$ cat config.mk
export PLATFORM = sky130hd
export DESIGN_NAME = ets_frame_reader_flat
export DESIGN_NICKNAME = d
export VERILOG_FILES = /design/src/rtl/ets_frame_reader_pkg.sv /design/src/rtl/ets_frame_reader_if.sv /design/src/rtl/ets_frame_reader_fifo.sv /design/src/rtl/ets_frame_reader.sv /design/src/flat_wrapper.sv
export SDC_FILE = /design/constraint.sdc
export NUM_CORES = 1
export LEC_CHECK = 0
export BUFFER_PORTS_ARGS = -buffer_cell sky130_fd_sc_hd__buf_2
export CAP_MARGIN = 20
export CORE_MARGIN = 5
export CORE_UTILIZATION = 25
export CTS_CLUSTER_DIAMETER = 80
export CTS_CLUSTER_SIZE = 28
export DETAILED_ROUTE_END_ITERATION = 8
export GPL_ROUTABILITY_DRIVEN = 0
export GPL_TIMING_DRIVEN = 1
export SYNTH_ARGS = -nofsm -noshare
export SYNTH_HDL_FRONTEND = slang
export SYNTH_SLANG_ARGS = --single-unit
$ cat constraint.sdc
create_clock -name sys_clk -period 9.3 [get_ports sys_clk]
set_clock_uncertainty 0.2 [all_clocks]
set_input_delay 1.86 -clock sys_clk [delete_from_list [all_inputs] [get_ports sys_clk]]
set_output_delay 1.86 -clock sys_clk [all_outputs]
set_load 0.01 [all_outputs]
$ cat src/rtl/ets_frame_reader_pkg.sv
// ets_pkg: shared state encoding and constants for the ETS frame reader.
// ETS_HDR_MAGIC is only consumed when ETS_FRAME_HEADER_EN is defined.
package ets_pkg;

  localparam int unsigned ETS_NUM_TAPS  = 616;
  localparam logic [15:0] ETS_HDR_MAGIC = 16'hE75A;

  typedef enum logic [1:0] {
    IDLE   = 2'd0,
    HEADER = 2'd1,
    READ   = 2'd2,
    DRAIN  = 2'd3
  } ets_state_t;

endpackage

$ cat src/rtl/ets_frame_reader_if.sv
// ets_frame_reader_if: triple-buffer read port plus the AXI4-Stream output.
// master = the frame reader, slave = buffer/packetiser side.
interface ets_frame_reader_if #(
  parameter int ADDR_W = 10,
  parameter int DATA_W = 32
);
  logic              r_valid;
  logic [ADDR_W-1:0] raddr;
  logic              r_occur;
  logic [DATA_W-1:0] rdata;
  logic [DATA_W-1:0] m_axis_tdata;
  logic              m_axis_tvalid;
  logic              m_axis_tready;
  logic              m_axis_tlast;

  modport master (
    input  r_valid, rdata, m_axis_tready,
    output raddr, r_occur, m_axis_tdata, m_axis_tvalid, m_axis_tlast
  );

  modport slave (
    output r_valid, rdata, m_axis_tready,
    input  raddr, r_occur, m_axis_tdata, m_axis_tvalid, m_axis_tlast
  );
endinterface

$ cat src/rtl/ets_frame_reader_fifo.sv
// ets_skid_fifo2: two-entry {data, last} FIFO; entry 0 is the head and
// drives the stream outputs directly, so the output is fully registered.
module ets_skid_fifo2 #(
  parameter int DATA_W = 32
) (
  input  logic              sys_clk,
  input  logic              reset_n,
  input  logic              push,
  input  logic [DATA_W-1:0] push_data,
  input  logic              push_last,
  output logic              out_valid,
  input  logic              out_ready,
  output logic [DATA_W-1:0] out_data,
  output logic              out_last,
  output logic [1:0]        count
);

  logic [DATA_W-1:0] data0, data1;
  logic              last0, last1;
  logic [1:0]        cnt;
  logic              pop;

  assign pop       = out_valid & out_ready;
  assign out_valid = (cnt != 2'd0);
  assign out_data  = data0;
  assign out_last  = last0 & out_valid;
  assign count     = cnt;

  // Storage update: shift toward the head on pop, fill the first free slot on push.
  always_ff @(posedge sys_clk) begin
    if (!reset_n) begin
      data0 <= '0;
      data1 <= '0;
      last0 <= 1'b0;
      last1 <= 1'b0;
      cnt   <= 2'd0;
    end else begin
      case ({push, pop})
        2'b10: begin
          if (cnt == 2'd0) begin
            data0 <= push_data;
            last0 <= push_last;
            cnt   <= 2'd1;
          end else if (cnt == 2'd1) begin
            data1 <= push_data;
            last1 <= push_last;
            cnt   <= 2'd2;
          end
        end
        2'b01: begin
          data0 <= data1;
          last0 <= last1;
          cnt   <= cnt - 2'd1;
        end
        2'b11: begin
          if (cnt == 2'd1) begin
            data0 <= push_data;
            last0 <= push_last;
          end else begin
            data0 <= data1;
            last0 <= last1;
            data1 <= push_data;
            last1 <= push_last;
          end
        end
        default: ;
      endcase
    end
  end

endmodule

$ cat src/rtl/ets_frame_reader.sv
// ets_frame_reader: reads one complete NUM_TAPS-word frame out of the ETS
// triple buffer and streams it as an AXI4-Stream packet with tlast.
// Optional macro ETS_FRAME_HEADER_EN prepends a {magic, frame_cnt} header beat.
//
// state  | meaning
// IDLE   | waiting for en & r_valid; raddr parked at 0
// HEADER | emitting the header beat (ETS_FRAME_HEADER_EN only)
// READ   | issuing reads 0..NUM_TAPS-1, one per cycle when the FIFO has room
// DRAIN  | all reads issued; waiting for the tlast beat to be accepted
module ets_frame_reader
  import ets_pkg::*;
#(
  parameter int NUM_TAPS = ETS_NUM_TAPS,
  parameter int ADDR_W   = 10,
  parameter int DATA_W   = 32
) (
  input  logic                sys_clk,
  input  logic                reset_n,
  input  logic                en,
  ets_frame_reader_if.master  bus,
  output logic                frame_done,
  output logic [15:0]         frame_cnt
);

  localparam logic [ADDR_W-1:0] LAST_ADDR = ADDR_W'(NUM_TAPS - 1);

  ets_state_t        state;
  logic [ADDR_W-1:0] raddr_q;
  logic              inflight;
  logic              inflight_last;
  logic [1:0]        fifo_count;
  logic              fifo_valid;
  logic [DATA_W-1:0] fifo_data;
  logic              fifo_last;
  logic              pop;
  logic [2:0]        occupancy;
  logic              has_space;
  logic              issue;
  logic              read_issue;
  logic [DATA_W-1:0] push_data;

  // Words stored plus the one in flight, minus the one leaving this cycle,
  // must stay below 2 so a new issue can never overflow the FIFO.
  assign pop       = fifo_valid & bus.m_axis_tready;
  assign occupancy = {1'b0, fifo_count} + {2'b00, inflight} - {2'b00, pop};
  assign has_space = (occupancy < 3'd2);

`ifdef ETS_FRAME_HEADER_EN
  logic inflight_hdr;

  assign issue     = ((state == READ) || (state == HEADER)) && has_space;
  assign push_data = inflight_hdr ? DATA_W'({ETS_HDR_MAGIC, frame_cnt}) : bus.rdata;

  // Header slot marker travels alongside the in-flight flag.
  always_ff @(posedge sys_clk) begin
    if (!reset_n) inflight_hdr <= 1'b0;
    else          inflight_hdr <= issue && (state == HEADER);
  end
`else
  assign issue     = (state == READ) && has_space;
  assign push_data = bus.rdata;
`endif

  // r_occur depends on this cycle's pop, so it is decoded rather than registered.
  assign read_issue = issue && (state == READ);

  assign bus.raddr         = raddr_q;
  assign bus.r_occur       = read_issue;
  assign bus.m_axis_tdata  = fifo_data;
  assign bus.m_axis_tvalid = fifo_valid;
  assign bus.m_axis_tlast  = fifo_last;

  // Sequencer: state, read address, in-flight tracking and frame bookkeeping.
  always_ff @(posedge sys_clk) begin
    if (!reset_n) begin
      state         <= IDLE;
      raddr_q       <= '0;
      inflight      <= 1'b0;
      inflight_last <= 1'b0;
      frame_done    <= 1'b0;
      frame_cnt     <= 16'd0;
    end else begin
      inflight      <= issue;
      inflight_last <= read_issue && (raddr_q == LAST_ADDR);
      frame_done    <= 1'b0;
      case (state)
        IDLE: begin
          if (en && bus.r_valid) begin
            raddr_q <= '0;
`ifdef ETS_FRAME_HEADER_EN
            state   <= HEADER;
`else
            state   <= READ;
`endif
          end
        end
`ifdef ETS_FRAME_HEADER_EN
        HEADER: begin
          if (issue) state <= READ;
        end
`endif
        READ: begin
          if (issue) begin
            if (raddr_q == LAST_ADDR) state <= DRAIN;
            else                      raddr_q <= raddr_q + 1'b1;
          end
        end
        DRAIN: begin
          if (pop && fifo_last) begin
            frame_done <= 1'b1;
            frame_cnt  <= frame_cnt + 16'd1;
            raddr_q    <= '0;
            state      <= IDLE;
          end
        end
        default: state <= IDLE;
      endcase
    end
  end

  ets_skid_fifo2 #(.DATA_W(DATA_W)) u_fifo (
    .sys_clk   (sys_clk),
    .reset_n   (reset_n),
    .push      (inflight),
    .push_data (push_data),
    .push_last (inflight_last),
    .out_valid (fifo_valid),
    .out_ready (bus.m_axis_tready),
    .out_data  (fifo_data),
    .out_last  (fifo_last),
    .count     (fifo_count)
  );

endmodule
$ cat src/flat_wrapper.sv
// flat-port wrapper written by rule: the top's interface ports become plain ports
module ets_frame_reader_flat import ets_pkg::*;
#(
  parameter int NUM_TAPS = ETS_NUM_TAPS,
  parameter int ADDR_W   = 10,
  parameter int DATA_W   = 32
)
  (sys_clk, reset_n, en, frame_done, frame_cnt, bus_r_valid, bus_rdata, bus_m_axis_tready, bus_raddr, bus_r_occur, bus_m_axis_tdata, bus_m_axis_tvalid, bus_m_axis_tlast);
  ets_frame_reader_if #(.ADDR_W(ADDR_W), .DATA_W(DATA_W)) bus_i ();
  input  logic sys_clk;
  input  logic reset_n;
  input  logic en;
  output logic frame_done;
  output logic [15:0] frame_cnt;
  input wire logic [$bits(bus_i.r_valid)-1:0] bus_r_valid;
  input wire logic [$bits(bus_i.rdata)-1:0] bus_rdata;
  input wire logic [$bits(bus_i.m_axis_tready)-1:0] bus_m_axis_tready;
  output wire logic [$bits(bus_i.raddr)-1:0] bus_raddr;
  output wire logic [$bits(bus_i.r_occur)-1:0] bus_r_occur;
  output wire logic [$bits(bus_i.m_axis_tdata)-1:0] bus_m_axis_tdata;
  output wire logic [$bits(bus_i.m_axis_tvalid)-1:0] bus_m_axis_tvalid;
  output wire logic [$bits(bus_i.m_axis_tlast)-1:0] bus_m_axis_tlast;
  assign bus_i.r_valid = bus_r_valid;
  assign bus_i.rdata = bus_rdata;
  assign bus_i.m_axis_tready = bus_m_axis_tready;
  assign bus_raddr = bus_i.raddr;
  assign bus_r_occur = bus_i.r_occur;
  assign bus_m_axis_tdata = bus_i.m_axis_tdata;
  assign bus_m_axis_tvalid = bus_i.m_axis_tvalid;
  assign bus_m_axis_tlast = bus_i.m_axis_tlast;
  ets_frame_reader #(.NUM_TAPS(NUM_TAPS), .ADDR_W(ADDR_W), .DATA_W(DATA_W)) u_core (.sys_clk(sys_clk), .reset_n(reset_n), .en(en), .bus(bus_i), .frame_done(frame_done), .frame_cnt(frame_cnt));
endmodule
After elaboration in Yosys (flattened, before gate mapping)
Index checks and enable logic that the tools add are counted.
- add/subtract/negate cells: 5
- order comparisons: 1
- equality and inequality tests: 16
- muxes and demuxes: 26
- bitwise gates (word level): 2
- reductions and logical operators: 19
- operators with widths (kind ; number):
    $mux 32 ; 4
    $pmux 32 s3 ; 1
    $pmux 32 s2 ; 1
    $mux 10 ; 4
    $pmux 10 s3 ; 1
    $add 16x1->16 const B ; 1
    $mux 2 ; 6
    $add 10x1->10 const B ; 1
    $eq 10x10->1 const B ; 1
    $ne 2x2->1 const B ; 5
    $eq 2x2->1 const B ; 4
    $reduce_and 2->1 ; 4
    $ne 2x1->1 const B ; 3
    $pmux 2 s3 ; 1
    $reduce_bool 2->1 ; 3
    $reduce_bool 3->1 ; 2
    $logic_and 1x1->1 ; 5
    $mux 1 ; 5
    $reduce_and 5->1 ; 1
    $eq 2x1->1 const B ; 2
    $logic_not 2->1 ; 2
    $pmux 2 s2 ; 1
    $reduce_and 4->1 ; 1
    $add 2x1->3 ; 1
    8 further kinds ; 9
- flip-flop bits (word level): 99
- output and inout bits: 62

Depth between registers and ports, before layout
Gate-level depths: netlist of the first run.
- depth after elaboration: 7
- mapped depth: 11
- mapped depth without buffers: 10

Modules after synthesis
Synthesis of the first run repeated with hierarchy kept, for this count alone.
- cell total of the unflattened synthesis: 531
- area total of the unflattened synthesis: 4468.0 um2
- modules (own cells, without submodules) (module ; instances ; cells each ; area each (um2) ; sequential area each (um2)):
    ets_skid_fifo2 ; 1 ; 342 ; 2879.0 ; 1361.3
    ets_frame_reader ; 1 ; 189 ; 1589.0 ; 620.6

Worst setup path before layout of the first run
No wires, ideal clock.
- path kind: input to output
- start: in bus_m_axis_tready
- end: out bus_r_occur
- arrival time: 3.530 ns
- required time: 7.240 ns
- setup slack: 3.710 ns
- stages on the path: 7
- buffers on the path: 0
- path through: nor2b_1 -> ha_1 -> nand2b_1 -> fa_1 -> xnor2_1 -> nand2_1 -> nor2_1
- cells in the longest elaborated chain, start to end: 5
- RTL lines (item ; RTL line ; source):
    from (decl) ; flat_wrapper.sv:17 ; input wire logic [$bits(bus_i.m_axis_tready)-1:0] bus_m_axis_tready;
    $and 1x1->1 ; ets_frame_reader.sv:44 ; assign pop = fifo_valid & bus.m_axis_tready;
    $sub 3x1->3 ; ets_frame_reader.sv:45 ; assign occupancy = {1'b0, fifo_count} + {2'b00, inflight} - {2'b00, pop};
    $lt 3x2->1 ; ets_frame_reader.sv:46 ; assign has_space = (occupancy < 3'd2);
    $logic_and 1x1->1 ; ets_frame_reader.sv:60 ; assign issue = (state == READ) && has_space;
    $logic_and 1x1->1 ; ets_frame_reader.sv:65 ; assign read_issue = issue && (state == READ);
    to (decl) ; flat_wrapper.sv:19 ; output wire logic [$bits(bus_i.r_occur)-1:0] bus_r_occur;
No other way between the ends.

Worst setup path in the final report of the first run
Ends and elaborated chain as after synthesis.

==> flow_metrics.env, run 1 <==
export IMPL_numClockSinks=99
export IMPL_rows=48
export IMPL_period_needed_ns=6.14
export IMPL_p_int_mw=0.968
export IMPL_initial_core_util=0.256
export IMPL_fp_dieArea_sq_um=20400
export IMPL_p_total_mw=1.55
export IMPL_grt_pass1_wl_um=21300
export IMPL_clk_pin_slew_ns=0.07
export IMPL_dr_first_iter_drc_count=283
export IMPL_combPwrFrac=0.367
export IMPL_slew_headroom=0.371
export IMPL_clockBufferDepth=2
export IMPL_synth_edf_count=0
export IMPL_yosysWarnings=0
export IMPL_root_buffer="clkbuf_16"
export IMPL_tightest_slew_ns=0.944
export IMPL_yosysSeqAreaShare=0.448
export IMPL_p_leak_nw=2.05
export IMPL_end_kind="output pin"
export IMPL_hp_class="flip-flop to flip-flop"
export IMPL_globalRoute_totalOverflow=0
export IMPL_drv_cap=0
export IMPL_core_area_sq_um=17300
export IMPL_cts_tree="built"
export IMPL_synthCells=526
export IMPL_synth_seq_cells=99
export IMPL_synth_common_cells="99 x dfxtp_1, 51 x a21oi_1, 49 x nor2_1"
export IMPL_dp_hpwl_um=8210
export IMPL_status="complete, no violations"
export IMPL_cts_made_buffers=9
export IMPL_holdWs_ns=0.265
export IMPL_yosysTopAreaCellShare=0.448
export IMPL_ctsHoldBuffers=0
export IMPL_drive_above_1_share=0.220
export IMPL_dr_pass1_iters=4
export IMPL_peakVddDrop_uv=125
export IMPL_syn_area_sq_um=4420
export IMPL_via_per_inst=5.14
export IMPL_fp_dieH_um=143
export IMPL_syn_to_final_growth_pct=22.7
export IMPL_avgSynthCellArea_sq_um=8.40
export IMPL_antenna_found_initial=0
export IMPL_yosys_area_top_type="dfxtp_1"
export IMPL_clock_insertion_delay_worst_skew_ns=0.35
export IMPL_setup_tns_ns=0
export IMPL_ioPinCount=99
export IMPL_antenna_cells=0
export IMPL_wl_um=13000
export IMPL_synthDistinctLibCells=56
export IMPL_worstSetupStartpointType="primary input"
export IMPL_synth_most_common_cell="dfxtp_1"
export IMPL_rsz0062_at_grt="false"
export IMPL_switching_share=0.376
export IMPL_die_x_um=143
export IMPL_slew_violations=0
export IMPL_wl_per_cell_um=15.6
export IMPL_post_cts_buffers=0
export IMPL_synth_area_leaders="dfxtp_1 45%, a221oi_1 6.5%, a21oi_1 5.8%, nand3_1 4.9%, o21ai_0 4.4%"
export IMPL_track_usage=0.129
export IMPL_p_switching_mw=0.582
export IMPL_ys_flop_type="dfxtp_1"
export IMPL_critPathMaxFanout=13
export IMPL_fillers=1857
export IMPL_htree_levels=3
export IMPL_worstSetupPathType="primary input to output pin"
export IMPL_finalSetupViolCount=0
export IMPL_grt_max_degree=86
export IMPL_finalCritPeriodShare=0.660
export IMPL_port_buffers=98
export IMPL_grt_pass1_vias=4020
export IMPL_drc=0
export IMPL_fmax_mhz=163
export IMPL_worstPathArrival_ns=4.08
export IMPL_async_reset_ff_frac=0
export IMPL_power_frac_seq=0.360
export IMPL_power_density_nw_per_um2=286
export IMPL_cts_resized=0
export IMPL_nNetsFinal=645
export IMPL_power_frac_clock=0.273
export IMPL_syn_nets=571
export IMPL_drtAntennaViolNets=0
export IMPL_vias=4268
export IMPL_critPathRequiredTime_ns=7.24
export IMPL_hold_viol_final=0
## cell usage in the layout (no fill, tap or decap), types with 2 or more instances in the layout
cell	instances
and2_1	2
nand4_1	10
nor3_1	38
ha_1	7
buf_4	8
o31ai_1	6
and3_1	6
inv_6	2
clkbuf_16	9
or3_1	5
bufinv_16	2
a221o_1	3
a2bb2oi_1	2
dfxtp_1	99
o221a_2	2
nand2_1	18
a221oi_1	33
nand3b_1	3
xnor2_1	2
a21oi_1	49
inv_1	10
and4_1	3
xor2_1	6
a21o_1	2
nor4_1	2
buf_2	98
nand3_1	43
or4_1	5
a21oi_2	2
a31oi_1	4
nand2b_1	6
nor2_1	48
nor2b_1	4
o21ai_0	39
clkbuf_8	2
## state kept, by name, indices dropped and copies added, names as in the netlist
name / cells
u_core.u_fifo.data1: 32
u_core.u_fifo.out_data: 32
u_core.frame_cnt: 16
u_core.bus.raddr: 10
u_core.state: 2
u_core.u_fifo.count: 2
u_core.frame_done: 1
u_core.inflight: 1
u_core.inflight_last: 1
u_core.u_fifo.last0: 1
u_core.u_fifo.last1: 1
## per-stage QoR
step	utilization	setup slack, ns	area, sq um	instances
after floorplan	-	3.71	4420	526
after global placement	0.294	3.23	5090	814
after detailed placement	0.294	3.16	5090	814
after CTS	0.314	3.16	5420	830
after global routing	0.314	2.97	5420	830
final	0.314	3.16	5420	830
## power groups by stage
stage,logic [mW],clock network (mW),registers [mW]
floorplan,0.348,0,0.592
global placement,0.574,0,0.567
detailed placement,0.575,0,0.567
CTS,0.577,0.439,0.559
global route,0.638,0.455,0.569
finish,0.569,0.423,0.558
## worst max-delay path, cell delays in order
cell,delay [ns]
buf_2,0.22
nor2b_1,0.38
ha_1,0.30
nand2b_1,0.15
fa_1,0.38
xnor2_1,0.29
nand2_1,0.23
nor2_1,0.13
buf_2,0.14
## kinds of logic (layout without fill, tap and decap cells)
logic type | count (synthesis) | count (layout) | synth area share
flip-flops | 99 | 99 | 0.448
multiplexers | 1 | 1 | 0.00226
buffers and inverters | 54 | 133 | 0.0495
AO/OA/AOI/OAI | 152 | 152 | 0.221
XOR/XNOR | 8 | 8 | 0.0159
adder cells (fa/ha/maj) | 8 | 8 | 0.0243
AND/OR/NAND/NOR | 204 | 204 | 0.239
## metal layers
layer	up-vias	wire length (um)	GRT usage
met5	-	0	0
met1	2030	6130	0.175
met4	0	146	0.0360
met2	126	5820	0.201
li1	2100	-	-
met3	12	889	0.0365
## area by class of cell
cell class	count	area [sq um]	share of cell area
Inverter	11	41.3	0.00761
Multi-Input combinational cell	373	2230	0.412
Timing Repair Buffer	106	551	0.102
Clock inverter	4	77.6	0.0143
Clock buffer	12	256	0.0473
Sequential cell	99	1980	0.365
Tap cell	225	282	0.0519
## worst paths after layout
check                          start                      end  slack, ns  depth (start not counted)
min          u_core.u_fifo.data1[23]  u_core.u_fifo.data1[23]       0.26                          2
min reg2reg  u_core.u_fifo.data1[23]  u_core.u_fifo.data1[23]       0.26                          2
max reg2reg   u_core.u_fifo.count[0]      u_core.bus.raddr[7]       5.76                         10
max                bus_m_axis_tready              bus_r_occur       3.16                          9
Power figures use the tool's default switching activity.
==> run 2: changes to the inputs <==
==> constraint.sdc (replaced) <==
create_clock -name sys_clk -period 6.3 [get_ports sys_clk]
set_clock_uncertainty 0.2 [all_clocks]
set_input_delay 1.26 -clock sys_clk [delete_from_list [all_inputs] [get_ports sys_clk]]
set_output_delay 1.26 -clock sys_clk [all_outputs]
set_load 0.01 [all_outputs]
==> run 2 against run 1 <==
- routed wire length up 1.2%
- sequential share of layout area up 0.29 points
- count of clock-buffer cells in the layout down 2
- flip-flop and latch count unchanged
- non-clock buffer count unchanged
- utilization down 0.25 points
- clock power up 32%
- critical path type unchanged
- largest cell class unchanged
- highest routed layer is now met5
==> flow_metrics.env, run 2 (same netlist as run 1, synthesis figures left out) <==
export IMPL_status="complete, no violations"
export IMPL_period_needed_ns=5.00
export IMPL_worstSetupPathType="primary input to output pin"
export IMPL_cts_tree="built"
export IMPL_nNetsFinal=645
export IMPL_crit_top_cell="buf_2"
export IMPL_r2r_slack_ns=2.71
export IMPL_setup_tns_ns=0
export IMPL_rr_endpoint="u_core.bus.raddr[3]"
export IMPL_seqCellArea_sq_um=1980
export IMPL_cts_made_buffers=9
export IMPL_fin_cells=829
export IMPL_grt_max_degree=45
export IMPL_globalRoute_totalOverflow=0
export IMPL_wl_um=13100
export IMPL_numClockSinks=99
export IMPL_cts_resized=0
export IMPL_p_total_mw=2.23
export IMPL_antenna_found_initial=1
export IMPL_grt_pass1_vias=3968
export IMPL_power_density_nw_per_um2=415
export IMPL_ff2ff_path_depth=10
export IMPL_slew_violations=0
export IMPL_critPathMaxFanout=13
export IMPL_worstPathArrival_ns=3.54
export IMPL_drc=0
export IMPL_fin_area_sq_um=5380
export IMPL_port_buffers=98
export IMPL_clockBufferDepth=2
export IMPL_multi_input_area_sq_um=2230
export IMPL_rsz0062_at_grt="false"
export IMPL_hold_path_end="u_core.u_fifo.last1"
export IMPL_rows=48
export IMPL_track_usage=0.129
export IMPL_hold_viol_final=0
export IMPL_crit_buf_inv=2
export IMPL_fillers=1863
export IMPL_cpMaxStageDelayCell="nor2b_1"
export IMPL_drtAntennaViolNets=0
export IMPL_fmax_mhz=200
export IMPL_htree_levels=3
export IMPL_dp_hpwl_um=8140
export IMPL_fp_dieH_um=143
export IMPL_vias=4255
export IMPL_clk_pin_slew_ns=0.07
export IMPL_placedCellCount=814
export IMPL_finalCritPeriodShare=0.794
export IMPL_root_buffer="clkbuf_16"
export IMPL_syn_to_final_growth_pct=21.7
export IMPL_antenna_cells=0
export IMPL_p_leak_nw=2.03
export IMPL_cp_top_family="simple AND/OR/NAND/NOR gates"
export IMPL_wl_per_cell_um=15.9
export IMPL_final_common_cell="dfxtp_1"
export IMPL_fin_ws_ns=1.30
export IMPL_peakVddDrop_uv=207
export IMPL_crit_reg2reg_launch="u_core.u_fifo.count[0]"
export IMPL_end_kind="output pin"
export IMPL_post_cts_buffers=0
export IMPL_clock_insertion_delay_worst_skew_ns=0.35
export IMPL_ioPinCount=99
export IMPL_dr_pass1_iters=4
export IMPL_drive_above_1_share=0.219
export IMPL_holdWs_ns=0.264
export IMPL_layout_common_cells="99 x dfxtp_1, 98 x buf_2, 49 x a21oi_1"
export IMPL_initial_core_util=0.256
export IMPL_slew_headroom=0.488
export IMPL_finalSetupViolCount=0
export IMPL_path_cells="buf_2, nor2b_1, ha_1, nand2b_1, fa_1, xnor2_1, nand2_1, nor2_1, buf_2"
export IMPL_via_per_inst=5.13
export IMPL_dp_slack_ns=1.32
export IMPL_worstSetupStartpointType="primary input"
export IMPL_final_util=0.311
export IMPL_hold_path_depth=2
export IMPL_tightest_slew_ns=0.767
export IMPL_placed_cell_area_sq_um=5090
export IMPL_ctsHoldBuffers=0
export IMPL_grt_pass1_wl_um=21300
export IMPL_core_area_sq_um=17300
export IMPL_fp_dieArea_sq_um=20400
export IMPL_die_x_um=143
export IMPL_slowest_delay_ns=0.38
export IMPL_hp_class="flip-flop to flip-flop"
export IMPL_hp_start="u_core.u_fifo.last1"
export IMPL_critPathRequiredTime_ns=4.84
export IMPL_dr_first_iter_drc_count=205
export IMPL_drv_cap=0
## run 2: changes by cell type in the layout (fill, tap and decap cells not counted)
cell / previous run / this run
bufinv_16: 2 / 1
inv_6: 2 / 1
clkinvlp_4: 0 / 1
clkinv_2: 0 / 1
inv_8: 0 / 1
clkbuf_8: 2 / 0
## run 2: power breakdown
| group | internal [mW] | leakage, nW | switching [mW] |
|---|---|---|---|
| Clock | 0.310 | 0.141 | 0.249 |
| Combinational | 0.305 | 1.08 | 0.543 |
| Sequential | 0.750 | 0.804 | 0.0755 |
## run 2: metal layers
layer  up-vias  global-route usage  wire [um]
met5         -                   0         13
met4         2              0.0350        163
met3        18              0.0388        863
met2       124               0.207       6130
met1      2011               0.169       5980
li1       2100                   -          -
## run 2: final cells by class
cell class / count / share of cell area
multi-input cells: 373 / 0.415
flip-flops and latches: 99 / 0.368
repair buffers: 106 / 0.102
well taps: 225 / 0.0523
clock buffers: 10 / 0.0426
clock inverters: 5 / 0.0116
inverters: 11 / 0.00767
## run 2: worst register-to-register path, delay by kind of cell, from the launching register on
| kind | cells | cell delay, ns |
|---|---|---|
| AOI/OAI and AO/OA | 1 | 0.14 |
| xor gates and xnor gates | 1 | 0.33 |
| adders and majority gates | 3 | 1.05 |
| buffers and inverters | 1 | 0.10 |
| DFF | 1 | 0.39 |
| and+or+nand+nor | 4 | 1.31 |
## run 2: worst max-delay path by stage
stage	slack, ns	to	cells after the start	start
CTS	1.30	bus_r_occur	9	bus_m_axis_tready
detailed placement	1.32	bus_r_occur	9	bus_m_axis_tready
global route	1.08	bus_r_occur	9	bus_m_axis_tready
global placement	1.42	bus_r_occur	9	bus_m_axis_tready
finish	1.30	bus_r_occur	9	bus_m_axis_tready
floorplan	1.91	bus_r_occur	7	bus_m_axis_tready
